==> config.mk <==
export PLATFORM = sky130hd
export DESIGN_NAME = alu_muldiv_seq
export DESIGN_NICKNAME = d
export VERILOG_FILES = /design/src/rtl/alu_pkg.sv /design/src/rtl/alu_muldiv_seq.sv
export SDC_FILE = /design/constraint.sdc
export NUM_CORES = 1
export LEC_CHECK = 0
export BUFFER_PORTS_ARGS = -buffer_cell sky130_fd_sc_hd__buf_2
export CAP_MARGIN = 15
export CORE_ASPECT_RATIO = 0.75
export CORE_UTILIZATION = 51
export CTS_CLUSTER_DIAMETER = 100
export CTS_CLUSTER_SIZE = 8
export DETAILED_ROUTE_END_ITERATION = 10
export GPL_ROUTABILITY_DRIVEN = 0
export PLACE_DENSITY = 0.9
export SLEW_MARGIN = 5
export SYNTH_ARGS = -nofsm -noshare
export SYNTH_HDL_FRONTEND = slang
export SYNTH_SLANG_ARGS = --single-unit
==> constraint.sdc <==
create_clock -name clk -period 3.2 [get_ports clk]
set_clock_uncertainty 0.2 [all_clocks]
set_input_delay 0.64 -clock clk [delete_from_list [all_inputs] [get_ports clk]]
set_output_delay 0.64 -clock clk [all_outputs]
set_load 0.02 [all_outputs]
==> src/rtl/alu_pkg.sv <==
// Shared constants for the multiply/divide sequencer and the 181 ALU interface.
// ALU function codes, sequencer states and op encoding.
package alu_pkg;

  localparam logic [3:0] ALU_ADD_S       = 4'b1001;
  localparam logic       ALU_ADD_M       = 1'b0;
  localparam logic       ALU_ADD_CIN_N   = 1'b1;

  localparam logic [3:0] ALU_SUB_S       = 4'b0110;
  localparam logic       ALU_SUB_M       = 1'b0;
  localparam logic       ALU_SUB_CIN_N   = 1'b0;

  localparam logic [3:0] ALU_PASSA_S     = 4'b1111;
  localparam logic       ALU_PASSA_M     = 1'b1;
  localparam logic       ALU_PASSA_CIN_N = 1'b1;

  localparam logic OP_MUL = 1'b0;
  localparam logic OP_DIV = 1'b1;

  typedef enum logic [1:0] {
    IDLE = 2'd0,
    RUN  = 2'd1,
    DONE = 2'd2
  } state_e;

endpackage

==> src/rtl/alu_muldiv_seq.sv <==
// Iterative unsigned shift-add multiply / restoring divide using an external 181 ALU.
// Ports: clk, reset, start/op/a_in/b_in -> busy/done/result_hi/result_lo/div_by_zero; alu_* ALU drive/return.
module alu_muldiv_seq
  import alu_pkg::*;
#(
  parameter int WIDTH = 32
) (
  input  logic             clk,
  input  logic             reset,
  input  logic             start,
  input  logic             op,
  input  logic [WIDTH-1:0] a_in,
  input  logic [WIDTH-1:0] b_in,
  output logic             busy,
  output logic             done,
  output logic [WIDTH-1:0] result_hi,
  output logic [WIDTH-1:0] result_lo,
  output logic             div_by_zero,
  output logic [WIDTH-1:0] alu_a,
  output logic [WIDTH-1:0] alu_b,
  output logic [3:0]       alu_s,
  output logic             alu_m,
  output logic             alu_cin_n,
  input  logic [WIDTH-1:0] alu_f,
  input  logic             alu_cout_n
);

  localparam int CW = $clog2(WIDTH);

  state_e           state_q, state_d;
  logic [WIDTH-1:0] p_q, p_d;
  logic [WIDTH-1:0] q_q, q_d;
  logic [WIDTH-1:0] d_q, d_d;
  logic [CW-1:0]    cnt_q, cnt_d;
  logic             op_q, op_d;
  logic             dbz_q, dbz_d;
  logic [WIDTH-1:0] hi_q, hi_d;
  logic [WIDTH-1:0] lo_q, lo_d;

  logic [WIDTH-1:0] rem;
  logic             cy;
  logic             accept;

  always_comb begin
    state_d   = state_q;
    p_d       = p_q;
    q_d       = q_q;
    d_d       = d_q;
    cnt_d     = cnt_q;
    op_d      = op_q;
    dbz_d     = dbz_q;
    hi_d      = hi_q;
    lo_d      = lo_q;
    alu_a     = '0;
    alu_b     = '0;
    alu_s     = ALU_PASSA_S;
    alu_m     = ALU_PASSA_M;
    alu_cin_n = ALU_PASSA_CIN_N;
    rem       = '0;
    cy        = 1'b0;
    accept    = 1'b0;

    unique case (state_q)
      IDLE: begin
        if (start) begin
          op_d  = op;
          d_d   = b_in;
          q_d   = a_in;
          p_d   = '0;
          cnt_d = CW'(WIDTH - 1);
          dbz_d = 1'b0;
          hi_d  = '0;
          lo_d  = '0;
          if (op == OP_DIV && b_in == '0) begin
            dbz_d   = 1'b1;
            hi_d    = a_in;
            lo_d    = '1;
            state_d = DONE;
          end else begin
            state_d = RUN;
          end
        end
      end
      RUN: begin
        alu_b = d_q;
        if (op_q == OP_MUL) begin
          alu_a = p_q;
          if (q_q[0]) begin
            alu_s     = ALU_ADD_S;
            alu_m     = ALU_ADD_M;
            alu_cin_n = ALU_ADD_CIN_N;
          end
          // Carry out of the add becomes the new P msb.
          cy         = q_q[0] & ~alu_cout_n;
          {p_d, q_d} = {cy, alu_f, q_q[WIDTH-1:1]};
        end else begin
          rem       = {p_q[WIDTH-2:0], q_q[WIDTH-1]};
          alu_a     = rem;
          alu_s     = ALU_SUB_S;
          alu_m     = ALU_SUB_M;
          alu_cin_n = ALU_SUB_CIN_N;
          // Shifted-out msb means the remainder already exceeds D.
          accept    = p_q[WIDTH-1] | ~alu_cout_n;
          p_d       = accept ? alu_f : rem;
          q_d       = {q_q[WIDTH-2:0], accept};
        end
        cnt_d = cnt_q - 1'b1;
        if (cnt_q == '0) begin
          state_d = DONE;
          hi_d    = p_d;
          lo_d    = q_d;
        end
      end
      DONE: begin
        state_d = IDLE;
      end
      default: begin
        state_d = IDLE;
      end
    endcase
  end

  always_ff @(posedge clk) begin
    if (reset) begin
      state_q <= IDLE;
      p_q     <= '0;
      q_q     <= '0;
      d_q     <= '0;
      cnt_q   <= '0;
      op_q    <= 1'b0;
      dbz_q   <= 1'b0;
      hi_q    <= '0;
      lo_q    <= '0;
    end else begin
      state_q <= state_d;
      p_q     <= p_d;
      q_q     <= q_d;
      d_q     <= d_d;
      cnt_q   <= cnt_d;
      op_q    <= op_d;
      dbz_q   <= dbz_d;
      hi_q    <= hi_d;
      lo_q    <= lo_d;
    end
  end

  assign busy        = (state_q != IDLE);
  assign done        = (state_q == DONE);
  assign result_hi   = hi_q;
  assign result_lo   = lo_q;
  assign div_by_zero = dbz_q;

endmodule

Yosys cells after proc, flatten, opt, wreduce, memory -nomap -nowiden
Cells that the tools add are included.
Operators by class
  $add $sub $neg: 1
  multiply operators: 0
  divide/modulo/power cells: 0
  $lt $le $gt $ge: 0
  equal/unequal tests: 4
  shift-type cells: 0
  muxes and demuxes: 33
  bitwise operators: 3
  reductions and logical operators: 10
Operators by type and width (number)
  $mux 32: 14
  $pmux 32 s2: 4
  $logic_not 32->1: 1
  $pmux 5 s2: 1
  $mux 4: 2
  $mux 1: 6
  $mux 2: 3
  $reduce_and 2->1: 3
  $logic_not 5->1: 1
  $mux 5: 1
  $sub 5x1->5 const B: 1
  $ne 2x2->1 const B: 2
  $pmux 2 s2: 1
  $reduce_bool 2->1: 2
  $mux 3: 1
  $reduce_and 3->1: 1
  $eq 2x1->1 const B: 1
  $eq 2x2->1 const B: 1
  $logic_not 2->1: 1
  $and 1x1->1: 1
  $logic_and 1x1->1: 1
  $not 1->1: 1
  $or 1x1->1: 1
Word-level totals
  flip-flop bits (word level): 169
  bits in latches: 0
  RAM bits: 0
  ROM bits: 0
  input bits: 101
  output and inout port bits: 137
  memories: 0

Longest topological paths before layout
Gate-level depths: netlist of run 1.
  depth in word-level cells: 6
  depth in mapped cells: 9
  gate-level depth less buffers: 7

Worst setup path after synthesis of run 1
Ideal clock, no wire load.
  kind: register -> output
  start point: reg state_q[0]
  end point: out alu_s[0]
  arrival: 1.725 ns
  slack: 0.635 ns
  stages on the path, launching flop included: 7
  path through: dfxtp_1 -> nor2b_1 -> buf_2 -> buf_1 -> clkbuf_1 -> nand2_1 -> buf_4
Between the ends
  word-level cells in the longest chain between the ends: 2
RTL lines
  start: declaration: line alu_muldiv_seq.sv:30  | state_e state_q, state_d;
  start signal: assignment: line alu_muldiv_seq.sv:135  | state_q <= state_d;
  $eq 2x1->1: line alu_muldiv_seq.sv:63  | unique case (state_q)
  $mux 4: line alu_muldiv_seq.sv:63
  end: declaration: line alu_muldiv_seq.sv:21  | output logic [3:0] alu_s,
No other way between the ends.

Worst setup path after layout of run 1
  start point: reg state_q[0]
  end point: out alu_b[9]
Between the ends
  word-level cells in the longest chain between the ends: 2
RTL lines
  $eq 2x1->1: line alu_muldiv_seq.sv:63
  $mux 32: line alu_muldiv_seq.sv:63
  end: declaration: line alu_muldiv_seq.sv:20  | output logic [WIDTH-1:0] alu_b,
No other way between the ends.

==> insert_results.sql, run 1 <==
INSERT INTO impl_metrics (metric_group, metric, value, unit) VALUES
('layout', 'final_area', '0.0102', 'sq mm'),
('pwr', 'share_comb_of_total_power', '21.1', '%'),
('global_routing', 'grt-ovfl-total', '0', ''),
('timing', 'grt_setup_unrepaired', 'false', ''),
('layout', 'layout.cells.most_common', 'buf_2', ''),
('clock_network', 'cts_root_buf', 'clkbuf_16', ''),
('drt', 'antenna_violating_nets_post_route', '0', ''),
('clock_network', 'cts_hold_repair.buffers', '0', ''),
('synthesis', 'synth_top_flop_cell', 'dfxtp_1', ''),
('pwr', 'seqPwrFrac', '42.2', '%'),
('synthesis', 'asyncSetResetFlopFracSynth', '0', '%'),
('global_routing', 'grt_usage', '29.5', '%'),
('timing', 'drv_slew', '0', ''),
('synthesis', 'syn_avg_cell_area', '8.36', 'sq um'),
('pwr', 'internal_power', '4010', 'uW'),
('layout', 'drive_above_1_share', '26.5', '%'),
('clock_network', 'clk_latency', '0.43', 'ns'),
('clock_network', 'ctsLongestPathBuffers', '2', ''),
('synthesis', 'yosys_warnings', '0', ''),
('clock_network', 'cts.repair.resized', '0', ''),
('pwr', 'leakagePower', '0.00434', 'uW'),
('global_routing', 'grt_antenna_before_repair', '0', ''),
('drt', 'routed_wire_length_per_instance', '17.9', 'microns'),
('synthesis', 'mappedNetlistNets', '1093', ''),
('min_path', 'timing.hold.worst.class', 'primary input to register', ''),
('clock_network', 'cts_buffers', '17', ''),
('die', 'floorplan.die_area', '0.0168', 'sq mm'),
('critical_path', 'timing_worst_setup_path_type', 'register to primary output', ''),
('synthesis', 'number_of_flops_mapped_to_enable_cells_by_yosys', '0', ''),
('critical_path', 'cp_num_buf_inv', '2', ''),
('critical_path', 'critical_path_required', '2.36', 'ns'),
('critical_path', 'timing.critical_path.max_delay_family', 'simple AND/OR/NAND/NOR gates', ''),
('place', 'placement_stage_cell_area', '0.00955', 'sq mm'),
('timing', 'setup_viol', '0', ''),
('critical_path', 'endpoint_kind', 'primary output', ''),
('drt', 'initialDrtViolationCount', '693', ''),
('die', 'design.core.area', '0.0156', 'sq mm'),
('critical_path', 'critical_path_arrival', '2.10', 'ns'),
('pwr', 'clkPwrFrac', '36.7', '%'),
('timing', 'slew_at_the_pin_closest_to_its_max_slew_limit', '1.12', 'ns'),
('layout', 'mostFrequentLayoutCells', 'buf_2, dfxtp_1, nor2_1', ''),
('layout', 'layout-area-overhead-vs-synth', '22.8', '%'),
('place', 'detailed_place_hpwl', '17500', 'microns'),
('timing', 'timing.slew.headroom', '25.1', '%'),
('clock_network', 'cts_tree', 'done', ''),
('critical_path', 'critical_path_cell_count', '4', ''),
('drt', 'detail_route.wirelength', '25000', 'microns'),
('global_routing', 'grt_pass1_wl', '38900', 'microns'),
('pwr', 'cellPowerDensity', '569', 'mW/mm^2'),
('timing', 'final.min_clock_period', '2.94', 'ns'),
('die', 'design.portCount', '238', ''),
('run', 'drv.max_cap_violation_count', '0', ''),
('clock_network', 'clk_pin_slew_worst_paths', '0.07', 'ns'),
('drt', 'detailroute.via_count', '8196', ''),
('die', 'die_x', '149', 'microns'),
('synthesis', 'synthesis.area', '0.00828', 'sq mm'),
('synthesis', 'seq_area_frac_synth', '40.8', '%'),
('critical_path', 'slowest_stage', 'nor2b_4', ''),
('clock_network', 'clkSinkCount', '169', ''),
('layout', 'final_nets', '1277', ''),
('layout', 'n_antenna_cell', '0', ''),
('die', 'count_of_standard_cell_rows', '39', ''),
('pwr', 'power_switching_share', '30.8', '%'),
('timing', 'setup-tns-final', '0', 'ns'),
('die', 'start_util', '53.2', '%'),
('global_routing', 'grt_start_max_net_pins', '101', ''),
('pwr', 'power.ir.vdd_worst', '408', 'uV'),
('status', 'outcome', 'finished, final reports clean', ''),
('global_routing', 'first_global_vias', '7404', ''),
('critical_path', 'cp_cell_sequence', 'nor2b_4, buf_4, and2_1, buf_2', ''),
('min_path', 'worstHoldPathCells', '2', '');
## stage by stage
step	utilization [%]	instances	hold WS, ns	power [uW]	setup WS, ns
floorplan	-	991	0.232	3290	0.635
global placement	61.4	1360	0.237	3640	0.524
detailed placement	61.4	1360	0.242	3680	0.418
CTS	65.2	1392	0.233	5790	0.247
global route	65.3	1393	0.236	6050	0.135
finish	65.3	1393	0.248	5790	0.258
## flip-flops by register name, indices dropped and copies added, names as in the netlist
name / flops
state_q: 2
d_q: 32
cnt_q: 5
op_q: 1
result_hi: 32
q_q: 32
result_lo: 32
p_q: 32
div_by_zero: 1
## final timing paths
kind / startpoint / end / slack [ns]
worst min-delay path: a_in[25] / result_hi[25] / 0.25
worst min register to register: d_q[11] / d_q[11] / 0.25
worst max register to register: cnt_q[0] / result_hi[29] / 0.68
worst max-delay path: state_q[0] / alu_b[9] / 0.26
## cells in the mapped netlist (2+ instances only)
master	count	area, sq um
nor4_1	12	75.1
buf_1	11	41.3
nor2_1	164	616
buf_2	16	80.1
a21boi_0	16	120
inv_1	4	15.0
a21oi_1	81	405
buf_4	3	22.5
a31oi_1	18	113
nand3_1	3	15.0
a311oi_1	16	140
nand2b_1	3	18.8
o2bb2ai_1	17	149
a221o_1	17	170
a211oi_1	54	405
mux2i_1	110	1100
buf_6	3	33.8
and2_1	34	213
nand4_1	2	12.5
o21ai_0	19	95.1
clkbuf_1	61	229
dfxtp_1	169	3380
nor4b_2	2	30.0
a211oi_2	10	125
nor2b_1	3	18.8
nor3_1	34	170
nand2_1	96	360
## layer usage
layer  up-vias  global-route usage, %  share of wire (%)
met3        29                   7.72                 12
met1      3797                   40.8                 43
met5         -                      0                  0
met4         0                   8.16                1.4
li1       3908                      -                  -
met2       462                   45.4                 44
## kinds of logic after synthesis
logic type,share of synthesized area [%]
AO/OA/AOI/OAI,21.3
adder cells (fa/ha/maj),0.151
buffers and inverters,5.09
flip-flops,40.8
multiplexers,13.4
AND/OR/NAND/NOR,19.2
## power by group through the flow
| stage | clock network [uW] | registers (uW) | logic, uW |
|---|---|---|---|
| 4_1_cts | 2150 | 2440 | 1200 |
| 6_report | 2130 | 2440 | 1220 |
| 3_5_place_dp | 0 | 2480 | 1190 |
| 2_1_floorplan | 0 | 2510 | 774 |
| 3_3_place_gp | 0 | 2480 | 1170 |
| 5_1_grt | 2250 | 2460 | 1330 |
## cell type report
cell class                 instances  area [sq um]  area share, %
sequential                       169          3390           33.3
tap                              205           256           2.52
clock buffer                      21           460           4.53
timing repair buffer             259          1400           13.8
inverter                           4          15.0          0.148
clock inverter                    11           144           1.41
multi-input combinational        724          4510           44.3
(Power assumes the default switching activity.)
==> run 2: changes to the inputs <==
--- a/config.mk
+++ b/config.mk
@@ -14,7 +14,6 @@
 export DETAILED_ROUTE_END_ITERATION = 10
 export GPL_ROUTABILITY_DRIVEN = 0
 export PLACE_DENSITY = 0.9
-export SLEW_MARGIN = 5
 export SYNTH_ARGS = -nofsm -noshare
 export SYNTH_HDL_FRONTEND = slang
 export SYNTH_SLANG_ARGS = --single-unit
==> constraint.sdc (replaced) <==
create_clock -name clk -period 3.2 [get_ports clk]
set_clock_uncertainty 0.2 [all_clocks]
set_input_delay 0.32 -clock clk [delete_from_list [all_inputs] [get_ports clk]]
set_output_delay 0.32 -clock clk [all_outputs]
set_load 0.02 [all_outputs]
==> run 2 against run 1 <==
Against the previous run: highest routed layer unchanged; clock-buffer cell count shrank 2; first-iteration DRC count fell by 8.1%; clock power down 4%; combinational power increased by 5%; worst hold slack lost 0.22 ns; wire length is 5.9% higher; critical endpoint is now alu_s[3]; fmax increased by 1.8%; final area up 4.4%; critical path type unchanged; die area stayed put; sequential power about the same.
==> insert_results.sql, run 2 (synthesis results as in run 1) <==
INSERT INTO impl_metrics (metric_group, metric, value, unit) VALUES
('status', 'outcome', 'finished, final reports clean', ''),
('timing', 'max_freq', '0.346', 'GHz'),
('layout', 'drive_above_1_share', '25.3', '%'),
('run', 'drv.max_cap_violation_count', '0', ''),
('drt', 'routed_wire_length_per_instance', '18.4', 'microns'),
('layout', 'final.fill_count', '1170', ''),
('global_routing', 'first_global_vias', '7891', ''),
('clock_network', 'postCtsSetupBuffers', '0', ''),
('timing', 'setup_viol', '0', ''),
('drt', 'detail_route.wirelength', '26500', 'microns'),
('min_path', 'worstHoldPathCells', '3', ''),
('place', 'detailed_place_hpwl', '17700', 'microns'),
('timing', 'grt_setup_unrepaired', 'false', ''),
('drt', 'drc', '0', ''),
('layout', 'layout.cells.most_common', 'buf_2', ''),
('die', 'dieHeight', '112', 'microns'),
('critical_path', 'endpoint_kind', 'primary output', ''),
('global_routing', 'grt_start_max_net_pins', '92', ''),
('drt', 'initialDrtViolationCount', '637', ''),
('layout', 'layout-area-overhead-vs-synth', '28.1', '%'),
('place', 'placement.io_buffers', '237', ''),
('layout', 'n_antenna_cell', '0', ''),
('critical_path', 'crit_path_start_kind', 'register', ''),
('clock_network', 'clock_tree.htree_level_count', '4', ''),
('global_routing', 'grt_pass1_wl', '41100', 'microns'),
('timing', 'setup-tns-final', '0', 'ns'),
('timing', 'slew_at_the_pin_closest_to_its_max_slew_limit', '1.01', 'ns'),
('layout', 'final_nets', '1322', ''),
('timing', 'final-hold-violation-count', '0', ''),
('layout', 'layout.cells.non_filler', '1436', ''),
('clock_network', 'cts_root_buf', 'clkbuf_16', ''),
('critical_path', 'path_max_fanout', '57', ''),
('die', 'count_of_standard_cell_rows', '39', ''),
('critical_path', 'critical_path_arrival', '2.37', 'ns'),
('timing', 'final.min_clock_period', '2.89', 'ns'),
('die', 'design.core.area', '0.0156', 'sq mm'),
('timing', 'timing.slew.headroom', '32.7', '%'),
('die', 'start_util', '53.2', '%'),
('critical_path', 'timing_worst_setup_path_type', 'register to primary output', ''),
('timing', 'final.period_utilization', '90.4', '%'),
('drt', 'detailroute.via_count', '8557', ''),
('min_path', 'timing.hold.worst.class', 'primary input to register', ''),
('drt', 'antenna_violating_nets_post_route', '0', ''),
('place', 'dp.cells', '1356', ''),
('global_routing', 'grt_antenna_before_repair', '0', ''),
('timing', 'fin_hold_ws', '0.0325', 'ns'),
('pwr', 'cellPowerDensity', '543', 'mW/mm^2'),
('critical_path', 'rr_worst_depth', '6', ''),
('clock_network', 'cts_hold_repair.buffers', '49', ''),
('clock_network', 'clkSinkCount', '169', ''),
('clock_network', 'clk_latency', '0.43', 'ns'),
('pwr', 'power.ir.vdd_worst', '420', 'uV'),
('pwr', 'leakagePower', '0.00452', 'uW'),
('critical_path', 'critical_path_required', '2.68', 'ns'),
('die', 'floorplan.die_area', '0.0168', 'sq mm'),
('clock_network', 'clk_pin_slew_worst_paths', '0.07', 'ns'),
('clock_network', 'ctsLongestPathBuffers', '2', ''),
('clock_network', 'cts_tree', 'done', ''),
('layout', 'mostFrequentLayoutCells', 'buf_2, dfxtp_1, nor2_1', ''),
('die', 'design.portCount', '238', ''),
('global_routing', 'grt-ovfl-total', '0', ''),
('drt', 'drtPass1Iterations', '5', ''),
('clock_network', 'cts.repair.resized', '0', ''),
('timing', 'drv_slew', '0', ''),
('global_routing', 'grt_usage', '31.3', '%'),
('drt', 'via_per_inst', '5.96', ''),
('die', 'die_x', '149', 'microns'),
('clock_network', 'cts_buffers', '17', '');
run 2: cell count changes in the layout (fill, tap and decap cells not counted), sizes merged:
cell         before  now
clkbuf           21   19
buf             259  255
dlygate4sd3       0   49
bufinv            3    2
inv               5    6
run 2: area by class of cell:
cell class | count | area (sq um) | area share [%]
inverters | 4 | 15.0 | 0.141
clock buffers | 19 | 453 | 4.27
clock inverters | 11 | 123 | 1.16
repair buffers | 304 | 1870 | 17.6
well taps | 205 | 256 | 2.42
flip-flops and latches | 169 | 3390 | 31.9
multi-input cells | 724 | 4510 | 42.5
run 2: through the flow:
step	utilization [%]	setup WS, ns	total power, uW	area (sq um)
after CTS	68.1	0.372	5740	10600
after global routing	68.2	0.215	6000	10600
after detailed placement	61.2	0.602	3680	9530
after global placement	61.2	0.655	3640	9530
final	68.2	0.309	5770	10600
after floorplan	-	0.955	3290	8280
run 2: final timing paths:
check,endpoint,slack [ns],from
max,alu_s[3],0.31,state_q[0]
min,result_hi[14],0.03,a_in[14]
max reg2reg,result_lo[1],0.52,state_q[0]
min reg2reg,d_q[15],0.25,d_q[15]
run 2: worst max-delay path: stages (launching register included):
cell,delay (ns)
dfxtp_1,0.44
nor2b_4,0.47
buf_4,0.54
nand2_1,0.24
buf_2,0.24
run 2: power breakdown:
group          switching, uW  internal [uW]
Sequential               154           2290
Combinational            800            481
Clock                    855           1180
Total                   1810           3960
run 2: layer usage:
layer	GRT usage [%]	part of all wire [%]	wire, microns	vias to the layer above
met1	42.0	42	11200	3984
met4	11.2	2.4	637	0
met5	0	0	0	-
li1	-	-	-	3998
met2	48.4	44	11700	524
met3	8.46	11	2870	51
==> run 3: changes to the inputs <==
--- a/config.mk
+++ b/config.mk
@@ -14,6 +14,7 @@
 export DETAILED_ROUTE_END_ITERATION = 10
 export GPL_ROUTABILITY_DRIVEN = 0
 export PLACE_DENSITY = 0.9
+export REMOVE_ABC_BUFFERS = 1
 export SYNTH_ARGS = -nofsm -noshare
 export SYNTH_HDL_FRONTEND = slang
 export SYNTH_SLANG_ARGS = --single-unit
==> run 3 against run 2 <==
Against the previous run: utilization increased by 0.18 points; clock power is essentially flat; non-clock buffer count increased by 4; critical path type is now register to register; critical endpoint is now result_hi[22]; largest cell class unchanged; largest power group unchanged.
==> insert_results.sql, run 3 (synthesis results as in run 1) <==
INSERT INTO impl_metrics (metric_group, metric, value, unit) VALUES
('status', 'outcome', 'finished, final reports clean', ''),
('die', 'dieHeight', '112', 'microns'),
('critical_path', 'endpoint_kind', 'register', ''),
('min_path', 'timing.hold.worst.class', 'primary input to register', ''),
('layout', 'layout-area-overhead-vs-synth', '28.5', '%'),
('timing', 'final.min_clock_period', '2.83', 'ns'),
('pwr', 'cellPowerDensity', '541', 'mW/mm^2'),
('run', 'drv.max_cap_violation_count', '0', ''),
('critical_path', 'critical_path_cell_count', '5', ''),
('min_path', 'worstHoldPathCells', '3', ''),
('critical_path', 'path_max_fanout', '44', ''),
('clock_network', 'clkSinkCount', '169', ''),
('global_routing', 'grt_usage', '31.5', '%'),
('clock_network', 'clk_pin_slew_worst_paths', '0.07', 'ns'),
('timing', 'max_freq', '0.353', 'GHz'),
('global_routing', 'grt-ovfl-total', '0', ''),
('die', 'floorplan.die_area', '0.0168', 'sq mm'),
('critical_path', 'critical_path_required', '3.37', 'ns'),
('critical_path', 'cp_num_buf_inv', '1', ''),
('critical_path', 'worstSetupStartpoint', 'state_q[0]', ''),
('timing', 'final.period_utilization', '88.6', '%'),
('timing', 'final-hold-violation-count', '0', ''),
('critical_path', 'critical_path_arrival', '3.00', 'ns'),
('clock_network', 'cts.repair.resized', '0', ''),
('die', 'start_util', '53.2', '%'),
('layout', 'seq_area', '0.00339', 'sq mm'),
('clock_network', 'cts_buffers', '17', ''),
('drt', 'routed_wire_length_per_instance', '18.5', 'microns'),
('die', 'die_x', '149', 'microns'),
('place', 'placement_stage_cell_area', '0.00957', 'sq mm'),
('clock_network', 'cts_root_buf', 'clkbuf_16', ''),
('layout', 'drive_above_1_share', '25.7', '%'),
('drt', 'via_per_inst', '6.02', ''),
('critical_path', 'timing.critical_path.max_delay_family', 'simple AND/OR/NAND/NOR gates', ''),
('critical_path', 'crit_path_start_kind', 'register', ''),
('critical_path', 'timing_worst_setup_path_type', 'register to register', ''),
('drt', 'initialDrtViolationCount', '777', ''),
('drt', 'drtPass1Iterations', '5', ''),
('min_path', 'min-delay-start', 'a_in[5]', ''),
('place', 'placement.io_buffers', '237', ''),
('global_routing', 'grt_pass1_wl', '42100', 'microns'),
('timing', 'grt_setup_unrepaired', 'false', ''),
('critical_path', 'reg2reg_from', 'state_q[0]', ''),
('timing', 'drv_slew', '0', ''),
('layout', 'multi_input_area', '0.00451', 'sq mm'),
('clock_network', 'clk_latency', '0.42', 'ns'),
('global_routing', 'grt_start_max_net_pins', '102', ''),
('clock_network', 'cts_tree', 'done', ''),
('layout', 'final_area', '0.0106', 'sq mm'),
('critical_path', 'slowest_stage', 'nand3_1', ''),
('drt', 'drc', '0', ''),
('pwr', 'leakagePower', '0.00452', 'uW'),
('global_routing', 'grt_antenna_before_repair', '1', ''),
('critical_path', 'cp_cell_sequence', 'nor2b_4, buf_4, nand3_1, a211oi_1, a221o_1', ''),
('layout', 'layout.cells.most_common', 'buf_2', ''),
('die', 'design.core.area', '0.0156', 'sq mm'),
('layout', 'final_nets', '1326', ''),
('drt', 'detail_route.wirelength', '26700', 'microns'),
('critical_path', 'rr_worst_depth', '5', ''),
('clock_network', 'ctsLongestPathBuffers', '2', ''),
('layout', 'utilization', '68.4', '%'),
('timing', 'timing.slew.headroom', '39.9', '%'),
('timing', 'setup_viol', '0', ''),
('global_routing', 'first_global_vias', '8385', ''),
('clock_network', 'clock_tree.htree_level_count', '4', ''),
('timing', 'slew_at_the_pin_closest_to_its_max_slew_limit', '0.899', 'ns'),
('drt', 'antenna_violating_nets_post_route', '0', ''),
('timing', 'setup-tns-final', '0', 'ns'),
('layout', 'final.fill_count', '1201', ''),
('place', 'detailed_place_hpwl', '16400', 'microns'),
('die', 'design.portCount', '238', ''),
('critical_path', 'critical-path-max-stage-delay', '0.76', 'ns'),
('drt', 'detailroute.via_count', '8691', ''),
('pwr', 'power.ir.vdd_worst', '390', 'uV'),
('layout', 'mostFrequentLayoutCells', 'buf_2, dfxtp_1, nor2_1', ''),
('die', 'count_of_standard_cell_rows', '39', '');
-- run 3: cell types whose count changed in the layout (fill, tap and decap cells not counted), sizes merged --
cell      delta
buf          +4
clkinvlp     +4
clkinv       -3
inv          +3
bufinv       -1
clkbuf       -1
diode        +1
-- run 3: worst paths after layout --
check	endpoint	slack, ns
worst min register to register	d_q[27]	0.25
worst min-delay path	result_hi[5]	0.03
worst max-delay path	result_hi[22]	0.37
worst max register to register	result_hi[22]	0.37
-- run 3: power breakdown --
part	switching, uW	total, uW	internal, uW
Sequential	158	2450	2290
Clock	909	2020	1110
Combinational	804	1290	484
-- run 3: timing repair --
action	4_1_cts	5_1_grt
setup buffers	0	0
hold buffers	49	0
endpoints found under the hold margin	50	0
-- run 3: metrics by stage --
stage | hold slack (ns) | setup slack [ns] | power [uW] | instances
2_1_floorplan | 0.185 | -2.48 | 3250 | 897
3_3_place_gp | 0.237 | 0.673 | 3650 | 1361
3_5_place_dp | 0.243 | 0.522 | 3690 | 1361
4_1_cts | 0.0120 | 0.498 | 5730 | 1442
5_1_grt | 0.0210 | 0.281 | 6000 | 1442
6_report | 0.0282 | 0.366 | 5750 | 1443
-- run 3: per-layer routing --
layer | part of all wire [%] | track usage, %
met1 | 41 | 40.2
met2 | 46 | 50.6
met3 | 10 | 8.82
met4 | 2.7 | 11.8
met5 | 0 | 0
-- run 3: layout make-up --
class | instances | share of cell area (%)
multi-input combinational | 724 | 42.4
clock inverter | 14 | 1.28
tap | 205 | 2.41
antenna | 1 | 0.0235
timing repair buffer | 308 | 17.8
inverter | 4 | 0.141
sequential | 169 | 31.8
clock buffer | 18 | 4.13
-- run 3: worst min-delay path, delay by kind of cell --
family,cells,cell delay [ns]
and+or+nand+nor,1,0.11
AOI/OAI and AO/OA,1,0.07
buffers and inverters,1,0.09
